===== src/rtl/climate_uart_reporter_if.sv =====
// Sensor-side and UART-side signals of the climate reporter, grouped for port binding.
interface climate_uart_reporter_if;
    logic [15:0] temp_in;
    logic [15:0] hum_in;
    logic        force_report;
    logic        tx;
    logic        vent;
    logic [3:0]  status;
    logic        busy;

    modport slave  (input temp_in, hum_in, force_report, output tx, vent, status, busy);
    modport master (output temp_in, hum_in, force_report, input tx, vent, status, busy);
endinterface


===== src/rtl/climate_uart_reporter.sv =====
// Climate monitor: hysteretic vent control plus a periodic or forced 16-char ASCII
// status line sent over 8N1 UART with readings in decimal.
module climate_uart_reporter #(
    parameter int CLK_FREQ    = 50_000_000,
    parameter int BAUD        = 9600,
    parameter int REPORT_CLKS = 50_000_000,
    parameter int GAP_CLKS    = 1000,
    parameter int TEMP_MAX    = 24,
    parameter int TEMP_MIN    = 14,
    parameter int HUM_MAX     = 80,
    parameter int HUM_MIN     = 60,
    parameter int HYST        = 2
) (
    input logic                    clk,
    input logic                    reset_n,
    climate_uart_reporter_if.slave bus
);
    localparam int CLKS_PER_BIT = CLK_FREQ / BAUD;
    localparam int CNT_MAX      = (CLKS_PER_BIT > GAP_CLKS) ? CLKS_PER_BIT : GAP_CLKS;
    localparam int CW           = (CNT_MAX > 1) ? $clog2(CNT_MAX) : 1;
    localparam int TW           = (REPORT_CLKS > 1) ? $clog2(REPORT_CLKS) : 1;
    // bit_idx 10 is the inter-byte gap; skipped entirely when there is no gap
    localparam logic [3:0] LAST_BIT = (GAP_CLKS > 0) ? 4'd10 : 4'd9;

    typedef enum logic [1:0] {IDLE, SNAP, CONV, SEND} state_t;

    state_t          state, state_nxt;
    logic            pend, pend_nxt, busy_c;
    logic [TW-1:0]   timer;
    logic            tick, trigger;
    logic            t_alta, t_baja, h_alta, h_baja;
    logic [3:0]      status_q;
    logic            vent_q;
    logic [21:0]     t_dd, h_dd;
    logic [1:0]      t_fl, h_fl;
    logic [3:0]      conv_cnt, bit_idx, byte_idx;
    logic [CW-1:0]   clk_cnt;
    logic            bit_end;
    logic [7:0]      cur_byte, ts_chr, hs_chr;
    logic [2:0]      data_idx;
    logic            tx_c;

    assign t_alta = bus.temp_in > 16'(TEMP_MAX);
    assign t_baja = bus.temp_in < 16'(TEMP_MIN);
    assign h_alta = bus.hum_in  > 16'(HUM_MAX);
    assign h_baja = bus.hum_in  < 16'(HUM_MIN);

    always_ff @(posedge clk or negedge reset_n) begin
        if (!reset_n) begin
            status_q <= '0;
            vent_q   <= 1'b0;
        end else begin
            status_q <= {h_baja, h_alta, t_baja, t_alta};
            if (t_alta || h_alta)
                vent_q <= 1'b1;
            else if (bus.temp_in <= 16'(TEMP_MAX - HYST) && bus.hum_in <= 16'(HUM_MAX - HYST))
                vent_q <= 1'b0;
        end
    end

    assign tick    = (timer == TW'(REPORT_CLKS - 1));
    assign trigger = tick || bus.force_report;

    always_ff @(posedge clk or negedge reset_n) begin
        if (!reset_n) timer <= '0;
        else          timer <= tick ? '0 : timer + TW'(1);
    end

    // One add-3/shift step of double dabble on {bcd[11:0], bin[9:0]}
    function automatic logic [21:0] dd_step(input logic [21:0] x);
        logic [21:0] y;
        y = x;
        for (int i = 0; i < 3; i++)
            if (y[10+4*i +: 4] >= 4'd5) y[10+4*i +: 4] = y[10+4*i +: 4] + 4'd3;
        return {y[20:0], 1'b0};
    endfunction

    assign bit_end = (bit_idx == 4'd10) ? (clk_cnt == CW'(GAP_CLKS - 1))
                                        : (clk_cnt == CW'(CLKS_PER_BIT - 1));

    always_ff @(posedge clk or negedge reset_n) begin
        if (!reset_n) begin
            state <= IDLE;
            pend  <= 1'b0;
        end else begin
            state <= state_nxt;
            pend  <= pend_nxt;
        end
    end

    always_comb begin
        state_nxt = state;
        pend_nxt  = pend;
        busy_c    = 1'b1;
        case (state)
            IDLE: begin
                busy_c = 1'b0;
                if (trigger || pend) begin
                    state_nxt = SNAP;
                    pend_nxt  = 1'b0;
                end
            end
            SNAP: state_nxt = CONV;
            CONV: if (conv_cnt == 4'd9) state_nxt = SEND;
            SEND: if (bit_end && bit_idx == LAST_BIT && byte_idx == 4'd15) state_nxt = IDLE;
            default: state_nxt = IDLE;
        endcase
        // A tick and a force in the same cycle, or repeated requests, collapse into one
        if (state != IDLE && trigger) pend_nxt = 1'b1;
    end

    always_ff @(posedge clk or negedge reset_n) begin
        if (!reset_n) begin
            t_dd     <= '0;
            h_dd     <= '0;
            t_fl     <= '0;
            h_fl     <= '0;
            conv_cnt <= '0;
            clk_cnt  <= '0;
            bit_idx  <= '0;
            byte_idx <= '0;
        end else begin
            case (state)
                SNAP: begin
                    t_dd     <= {12'd0, (bus.temp_in > 16'd999) ? 10'd999 : bus.temp_in[9:0]};
                    h_dd     <= {12'd0, (bus.hum_in  > 16'd999) ? 10'd999 : bus.hum_in[9:0]};
                    t_fl     <= {t_alta, t_baja};
                    h_fl     <= {h_alta, h_baja};
                    conv_cnt <= '0;
                end
                CONV: begin
                    t_dd     <= dd_step(t_dd);
                    h_dd     <= dd_step(h_dd);
                    conv_cnt <= conv_cnt + 4'd1;
                    clk_cnt  <= '0;
                    bit_idx  <= '0;
                    byte_idx <= '0;
                end
                SEND: begin
                    if (bit_end) begin
                        clk_cnt <= '0;
                        if (bit_idx == LAST_BIT) begin
                            bit_idx  <= '0;
                            byte_idx <= byte_idx + 4'd1;
                        end else begin
                            bit_idx <= bit_idx + 4'd1;
                        end
                    end else begin
                        clk_cnt <= clk_cnt + CW'(1);
                    end
                end
                default: ;
            endcase
        end
    end

    assign ts_chr = t_fl[1] ? "A" : (t_fl[0] ? "B" : "N");
    assign hs_chr = h_fl[1] ? "A" : (h_fl[0] ? "B" : "N");

    always_comb begin
        cur_byte = 8'h20;
        case (byte_idx)
            4'd0:  cur_byte = "T";
            4'd1:  cur_byte = "=";
            4'd2:  cur_byte = {4'h3, t_dd[21:18]};
            4'd3:  cur_byte = {4'h3, t_dd[17:14]};
            4'd4:  cur_byte = {4'h3, t_dd[13:10]};
            4'd6:  cur_byte = "H";
            4'd7:  cur_byte = "=";
            4'd8:  cur_byte = {4'h3, h_dd[21:18]};
            4'd9:  cur_byte = {4'h3, h_dd[17:14]};
            4'd10: cur_byte = {4'h3, h_dd[13:10]};
            4'd12: cur_byte = ts_chr;
            4'd13: cur_byte = hs_chr;
            4'd14: cur_byte = 8'h0D;
            4'd15: cur_byte = 8'h0A;
            default: cur_byte = 8'h20;
        endcase
    end

    assign data_idx = 3'(bit_idx - 4'd1);

    always_comb begin
        tx_c = 1'b1;
        if (state == SEND) begin
            if (bit_idx == 4'd0)
                tx_c = 1'b0;
            else if (bit_idx <= 4'd8)
                tx_c = cur_byte[data_idx];
        end
    end

    assign bus.tx     = tx_c;
    assign bus.vent   = vent_q;
    assign bus.status = status_q;
    assign bus.busy   = busy_c;
endmodule


===== src/flat_wrapper.sv =====
// flat-port wrapper written by rule: the top's interface ports become plain ports
module climate_uart_reporter_flat 
#(
    parameter int CLK_FREQ    = 50_000_000,
    parameter int BAUD        = 9600,
    parameter int REPORT_CLKS = 50_000_000,
    parameter int GAP_CLKS    = 1000,
    parameter int TEMP_MAX    = 24,
    parameter int TEMP_MIN    = 14,
    parameter int HUM_MAX     = 80,
    parameter int HUM_MIN     = 60,
    parameter int HYST        = 2
)
  (clk, reset_n, bus_temp_in, bus_hum_in, bus_force_report, bus_tx, bus_vent, bus_status, bus_busy);
  climate_uart_reporter_if bus_i ();
  input logic clk;
  input logic reset_n;
  input wire logic [$bits(bus_i.temp_in)-1:0] bus_temp_in;
  input wire logic [$bits(bus_i.hum_in)-1:0] bus_hum_in;
  input wire logic [$bits(bus_i.force_report)-1:0] bus_force_report;
  output wire logic [$bits(bus_i.tx)-1:0] bus_tx;
  output wire logic [$bits(bus_i.vent)-1:0] bus_vent;
  output wire logic [$bits(bus_i.status)-1:0] bus_status;
  output wire logic [$bits(bus_i.busy)-1:0] bus_busy;
  assign bus_i.temp_in = bus_temp_in;
  assign bus_i.hum_in = bus_hum_in;
  assign bus_i.force_report = bus_force_report;
  assign bus_tx = bus_i.tx;
  assign bus_vent = bus_i.vent;
  assign bus_status = bus_i.status;
  assign bus_busy = bus_i.busy;
  climate_uart_reporter #(.CLK_FREQ(CLK_FREQ), .BAUD(BAUD), .REPORT_CLKS(REPORT_CLKS), .GAP_CLKS(GAP_CLKS), .TEMP_MAX(TEMP_MAX), .TEMP_MIN(TEMP_MIN), .HUM_MAX(HUM_MAX), .HUM_MIN(HUM_MIN), .HYST(HYST)) u_core (.clk(clk), .reset_n(reset_n), .bus(bus_i));
endmodule

===== config.mk =====
export PLATFORM = sky130hd
export DESIGN_NAME = climate_uart_reporter_flat
export DESIGN_NICKNAME = d
export VERILOG_FILES = /design/src/rtl/climate_uart_reporter_if.sv /design/src/rtl/climate_uart_reporter.sv /design/src/flat_wrapper.sv
export SDC_FILE = /design/constraint.sdc
export NUM_CORES = 1
export LEC_CHECK = 0
export CELL_PAD_IN_SITES_DETAIL_PLACEMENT = 1
export CELL_PAD_IN_SITES_GLOBAL_PLACEMENT = 1
export CORE_MARGIN = 1
export CORE_UTILIZATION = 46
export CTS_BUF_LIST = sky130_fd_sc_hd__clkbuf_8 sky130_fd_sc_hd__clkbuf_16
export CTS_CLUSTER_DIAMETER = 60
export DETAILED_ROUTE_END_ITERATION = 6
export HOLD_SLACK_MARGIN = 0.03
export PLACE_DENSITY_LB_ADDON = 0.1
export SYNTH_ARGS = -nofsm -noshare
export SYNTH_HDL_FRONTEND = slang
export SYNTH_SLANG_ARGS = --single-unit

===== constraint.sdc =====
create_clock -name clk -period 3.25 [get_ports clk]
set_clock_uncertainty 0.15 [all_clocks]
set_input_delay 0.325 -clock clk [delete_from_list [all_inputs] [get_ports clk]]
set_output_delay 0.325 -clock clk [all_outputs]
set_load 0.02 [all_outputs]

# --- After elaboration in Yosys (flattened, before gate mapping) ---
# Index checks and enable logic that the tools add are counted.
word_totals:
  regBits: 107
  latch_bits: 0
  mem_bits_rw: 0
  mem_bits_ro: 0
  inputBits: 35
  out_inout_bits: 7
  mem_count: 0
op_classes:
  add_sub_neg: 12
  n_mul: 0
  div: 0
  n_lt_le_gt_ge: 16
  eq_ne: 26
  shifts: 0
  mux: 41
  bitwise_logic: 0
  reduce_logical: 21
op_table:
  columns: ["op", "n"]
  rows:
  - ["8-bit case mux with 13 select lines", 1]
  - ["22-bit case mux with 2 select lines", 2]
  - ["4-bit 2-to-1 mux", 10]
  - ["4-bit == test, second input constant", 9]
  - ["16-bit by 10-bit greater-than comparator with 1-bit output, second input constant", 2]
  - ["26-bit by 1-bit adder with 26-bit output, second input constant", 1]
  - ["26-bit == test, second input constant", 1]
  - ["26-bit 2-to-1 mux", 1]
  - ["13-bit case mux with 2 select lines", 1]
  - ["4-bit by 3-bit greater-or-equal comparator with 1-bit output, second input constant", 6]
  - ["4-bit case mux with 2 select lines", 3]
  - ["10-bit 2-to-1 mux", 2]
  - ["4-bit by 2-bit adder with 4-bit output, second input constant", 4]
  - ["16-bit by 5-bit greater-than comparator with 1-bit output, second input constant", 1]
  - ["16-bit by 7-bit greater-than comparator with 1-bit output, second input constant", 1]
  - ["16-bit by 5-bit <= comparator with 1-bit output, second input constant", 1]
  - ["16-bit by 7-bit <= comparator with 1-bit output, second input constant", 1]
  - ["16-bit by 4-bit < comparator with 1-bit output, second input constant", 1]
  - ["16-bit by 6-bit < comparator with 1-bit output, second input constant", 1]
  - ["8-bit 2-to-1 mux", 2]
  - ["13-bit by 1-bit adder with 13-bit output, second input constant", 1]
  - ["13-bit by 10-bit == test with 1-bit output, second input constant", 1]
  - ["13-bit == test, second input constant", 1]
  - ["13-bit 2-to-1 mux", 1]
  - ["other kinds (24)", 61]

# --- Longest topological paths before layout ---
logic_depth:
  word_depth: 8
  depth_mapped: 10
  ltp_nobuf: 8

# --- Least setup slack after synthesis ---
# OpenSTA, ideal clock, no wires.
synth_timing:
  path_kind: "register to output"
  startpoint: "reg u_core.byte_idx[0]"
  endpoint: "out bus_tx"
  t_arrival_ns: 2.180
  t_required_ns: 2.775
  path_slack_ns: 0.595
  path_stages_with_launch: 10
  n_path_buf: 1
  cell_sequence: "dfrtp_1 inv_1 ha_1 buf_2 or3b_1 a31oi_1 a21oi_1 o32ai_1 a21oi_1 a2111o_1"
synth_via:
  elab_chain_cells: 8
  elab_cells_between_ends: 21
  cone_classes: "eq/ne (13); mux (6); reduce/logical (2)"
synth_lines:
  columns: ["element", "line_no", "text"]
  rows:
  - ["start, declared", "climate_uart_reporter.sv:36", "logic [3:0] conv_cnt, bit_idx, byte_idx;"]
  - ["start signal, assigned", "climate_uart_reporter.sv:144", "byte_idx <= byte_idx + 4'd1;"]
  - ["4-bit by 1-bit == test with 1-bit output / 4-bit by 3-bit == test with 1-bit output (equally long branches)", "climate_uart_reporter.sv:162", "case (byte_idx)"]
  - ["2-bit OR reduction (no source line)", null, null]
  - ["8-bit case mux with 13 select lines (*)", "climate_uart_reporter.sv:162", null]
  - ["1-bit binary-select mux with 3-bit select (*)", "climate_uart_reporter.sv:189", "tx_c = cur_byte[data_idx];"]
  - ["1-bit 2-to-1 mux (implied by the code) (*)", "climate_uart_reporter.sv:189", null]
  - ["1-bit 2-to-1 mux (*)", "climate_uart_reporter.sv:188", "else if (bit_idx <= 4'd8)"]
  - ["1-bit 2-to-1 mux (*)", "climate_uart_reporter.sv:186", "if (bit_idx == 4'd0)"]
  - ["1-bit 2-to-1 mux (*)", "climate_uart_reporter.sv:185", "if (state == SEND) begin"]
  - ["end, declared", "flat_wrapper.sv:21", "output wire logic [$bits(bus_i.tx)-1:0] bus_tx;"]
# Mark *: on every way between the ends. The rest lies on a longest branch, timed or not. The select of a mux whose other input is x is not followed.

# --- Final worst setup path ---
# Ends and elaborated chain as after synthesis.

==> flow_metrics.tcl <==
set metrics [dict create \
    status "completed" \
    gp_congestion 0.879 \
    first_pass_iters 4 \
    drc_errors 0 \
    start_util_pct 48.0 \
    hpwl_mm 12.0 \
    synth_seq_area_share_pct 43.5 \
    p_per_area_nw_per_um2 442 \
    worst_pin_slew_ns 0.729 \
    switching_power_w 0.000919 \
    synth-seq-cells 107 \
    cts_tree "built" \
    dr.first_iter.drc_count 333 \
    fin_crit_ns 3.11 \
    wl_per_cell_um 18.4 \
    path_clk_slew_ns 0.07 \
    rsz0062_at_grt "no" \
    synthXorXnorAreaFrac_pct 4.98 \
    grt_usage_pct 25.1 \
    crit_family "compound AO/OA/AOI/OAI gates" \
    grt-ovfl-total 0 \
    setup_slack_ns 0.139 \
    grt_pass1_wl_mm 28.0 \
    synth_mux_area_share_pct 4.64 \
    coreArea_um2 12800 \
    synth_top_family_by_area "compound AO/OA/AOI/OAI gates" \
    worst_path_largest_cell_delay_ns 0.39 \
    grt_start_max_net_pins 56 \
    synthSimpleGateAreaFrac_pct 17.9 \
    h-tree-depth 3 \
    path_class "reg -> out" \
    row_count 41 \
    p_comb_share_pct 16.9 \
    antenna_left 0 \
    end_kind "output port" \
    syn_avg_cell_area_um2 9.25 \
    dieArea_um2 13800 \
    synth-compound-area-share_pct 18.1 \
    final_hold_viol_count 0 \
    multi_input_area_um2 3240 \
    worstSetupStartpointType "register" \
    cts_buffers 9 \
    final_max_slew_viol_count 0 \
    power_frac_clock_pct 35.7 \
    maxSlewHeadroom_pct 51.4 \
    crit_buf_inv 2 \
    crit_chain "inv_1, ha_4, mux2_2, a221o_1, nor3_2, or4_1, a21oi_1, a2111o_1, buf_2" \
    min_path_type "reg -> reg" \
    postPlaceCellArea_um2 6820 \
    die_w_um 118 \
    grt_pass1_vias 5607 \
    nNetsFinal 774 \
    setup_viol 0 \
    required_ns 2.77 \
    arrival_ns 2.64 \
    timing.fmax_ghz 0.321 \
    synthAdderAreaFrac_pct 5.90 \
    io_pins 42 \
    clock_latency_ns 0.36 \
    areaGrowthSynthToFinish_pct 17.1 \
    ys.warnings.count 0 \
    synthCells 665 \
    critPathMaxFanout 12 \
    antenna_found_initial 0 \
    wl_mm 16.3 \
    synth_edf_count 0 \
    num_antenna_cells 0 \
    clock_path_buffers 2 \
    seq_area_um2 2680 \
    via_per_inst 5.87 \
    cp_slowest_cell "dfrtp_1" \
    synthesis.area_um2 6150 \
    async_flop_share_pct 100 \
    rrSetupSlack_ns 0.65 \
    cts-root-buf "clkbuf_16" \
    yosys_most_used_dff "dfrtp_1" \
    yosysUniqueCellTypes 60 \
    dp_slack_ns -0.0703 \
    io_buffers 41 \
    drive_gt1_share_pct 11.0 \
    fp.dieH_um 118 \
    fillers 1494 \
    finalCritPeriodShare_pct 95.7 \
    p_int_w 0.00226 \
    netSwitchingFraction_pct 28.9 \
    syn_nets 729 \
    vias 5210 \
    final_cell_area_um2 7200 \
    seqPwrFrac_pct 47.4 \
    vdd_ir_drop_max_uv 496 \
    numClockSinks 107 \
    drv_cap 0 \
    p_leak_nw 3.01 \
]
kinds of logic (layout without fill, tap and decap cells):
| group | after synthesis | in the layout |
|---|---|---|
| flops | 107 | 107 |
| simple gates | 214 | 214 |
| xor+xnor | 35 | 35 |
| fa+ha+maj | 29 | 29 |
| mux | 26 | 26 |
| buf+inv | 76 | 126 |
| compound gates | 178 | 178 |
cells in the mapped netlist, drive strengths merged, types with 3 or more instances:
cell type	count	share of area (%)
a21oi	38	3.1
a211oi	7	0.94
mux2i	6	0.98
nor3	16	1.4
nor3b	7	0.85
nor2	61	3.7
a22oi	4	0.49
o32ai	5	0.71
a21o	3	0.37
a221oi	3	0.43
and2	4	0.41
nand3b	3	0.37
xnor2	22	3.1
or3	5	0.51
nor4	7	0.96
nand2	43	2.6
o22ai	24	2.4
o21ai	49	4.0
a31oi	19	1.9
or4	3	0.43
o211ai	3	0.37
ha	29	5.9
nand4	10	1.3
buf	13	1.0
clkbuf	18	1.1
a22o	3	0.43
inv	45	2.7
a41oi	3	0.43
o31ai	3	0.37
nand2b	12	1.2
nor2b	5	0.51
and3	11	1.2
dfrtp	107	44
xor2	13	1.9
nand3	23	1.9
mux2	20	3.7
registers in the layout, indices dropped and copies added, names as in the netlist:
register / flops
u_core.state: 2
u_core.bit_idx: 4
u_core.conv_cnt: 4
u_core.t_dd: 22
u_core.timer: 26
u_core.bus.vent: 1
u_core.clk_cnt: 13
u_core.h_dd: 22
u_core.h_fl: 2
u_core.bus.status: 4
u_core.pend: 1
u_core.t_fl: 2
u_core.byte_idx: 4
power by group through the flow:
stage | Sequential (W) | Clock [W] | Combinational [W]
after floorplan | 0.00149 | 0 | 0.000369
after global routing | 0.00152 | 0.00122 | 0.000606
final | 0.00151 | 0.00114 | 0.000538
after global placement | 0.00153 | 0 | 0.000492
after CTS | 0.00151 | 0.00117 | 0.000540
after detailed placement | 0.00153 | 0 | 0.000537
timing repair:
action                     4_1_cts  5_1_grt
setup endpoints to repair        1        1
hold buffers                     1        0
pin swaps                        0        0
gates resized for setup         10        8
buffers inserted                 1        0
hold endpoints to repair        53        0
worst register-to-register path: cells and delay by family, from the launching register on:
| kind | cells | cell delay [ns] |
|---|---|---|
| simple gates | 3 | 0.75 |
| compound gates | 3 | 0.55 |
| buf+inv | 3 | 0.52 |
| flops | 1 | 0.38 |
| fa+ha+maj | 1 | 0.16 |
layer usage:
metal	track usage (%)	routed length, um	up-vias
met5	0	0	-
met4	5.77	162	0
met3	4.75	402	11
met2	43.8	8160	55
met1	32.2	7590	2664
li1	-	-	2480
metrics by stage:
step                instances  util (%)  total power [W]   TNS, ns  hold WS (ns)
floorplan                 665         -          0.00186         0        -0.121
global placement          869      53.2          0.00202  -0.00378         0.280
detailed placement        869      53.2          0.00207   -0.0703         0.286
CTS                       887      55.9          0.00321         0         0.350
global route              887      56.1          0.00334         0         0.380
finish                    887      56.1          0.00318         0         0.342
placed cells by master (no fill, tap or decap), drive strengths merged, types with 3 or more instances in the layout:
| cell | netlist | layout |
|---|---|---|
| clkinv | 0 | 3 |
| xor2 | 13 | 13 |
| clkdlybuf4s50 | 0 | 39 |
| nor4 | 7 | 7 |
| buf | 13 | 25 |
| a22o | 3 | 3 |
| a21o | 3 | 3 |
| nor2b | 5 | 5 |
| nor2 | 61 | 61 |
| ha | 29 | 29 |
| nand4 | 10 | 10 |
| a22oi | 4 | 4 |
| mux2 | 20 | 20 |
| nand3 | 23 | 23 |
| inv | 45 | 47 |
| o211ai | 3 | 3 |
| o32ai | 5 | 5 |
| and2 | 4 | 4 |
| a21oi | 38 | 38 |
| xnor2 | 22 | 22 |
| o22ai | 24 | 24 |
| a41oi | 3 | 3 |
| and3 | 11 | 11 |
| o21ai | 49 | 49 |
| nand3b | 3 | 3 |
| nor3 | 16 | 16 |
| a211oi | 7 | 7 |
| or4 | 3 | 3 |
| nand2 | 43 | 43 |
| or3 | 5 | 5 |
| dfrtp | 107 | 107 |
| nor3b | 7 | 7 |
| nand2b | 12 | 12 |
| mux2i | 6 | 6 |
| clkbuf | 18 | 9 |
| a221oi | 3 | 3 |
| o31ai | 3 | 3 |
| a31oi | 19 | 19 |
cell type report:
type,instances,area share [%]
Multi-Input combinational cell,482,45.0
Sequential cell,107,37.2
Timing Repair Buffer,65,8.31
Clock buffer,9,3.13
Tap cell,172,2.99
Inverter,45,2.35
Clock inverter,7,1.06
final timing paths:
check	depth (start not counted)	endpoint	from
setup / recovery	9	bus_tx	u_core.byte_idx[0]$_DFFE_PN0P_
hold / removal	1	u_core.timer[0]$_DFF_PN0_	u_core.timer[0]$_DFF_PN0_
setup reg to reg	10	u_core.clk_cnt[10]$_DFFE_PN0P_	u_core.bit_idx[0]$_DFFE_PN0P_
hold reg to reg	1	u_core.timer[0]$_DFF_PN0_	u_core.timer[0]$_DFF_PN0_
max in group asynchronous	3	u_core.byte_idx[2]$_DFFE_PN0P_	reset_n
min in group asynchronous	2	u_core.clk_cnt[11]$_DFFE_PN0P_	reset_n
No activity file was read; power rests on OpenSTA's default activity.
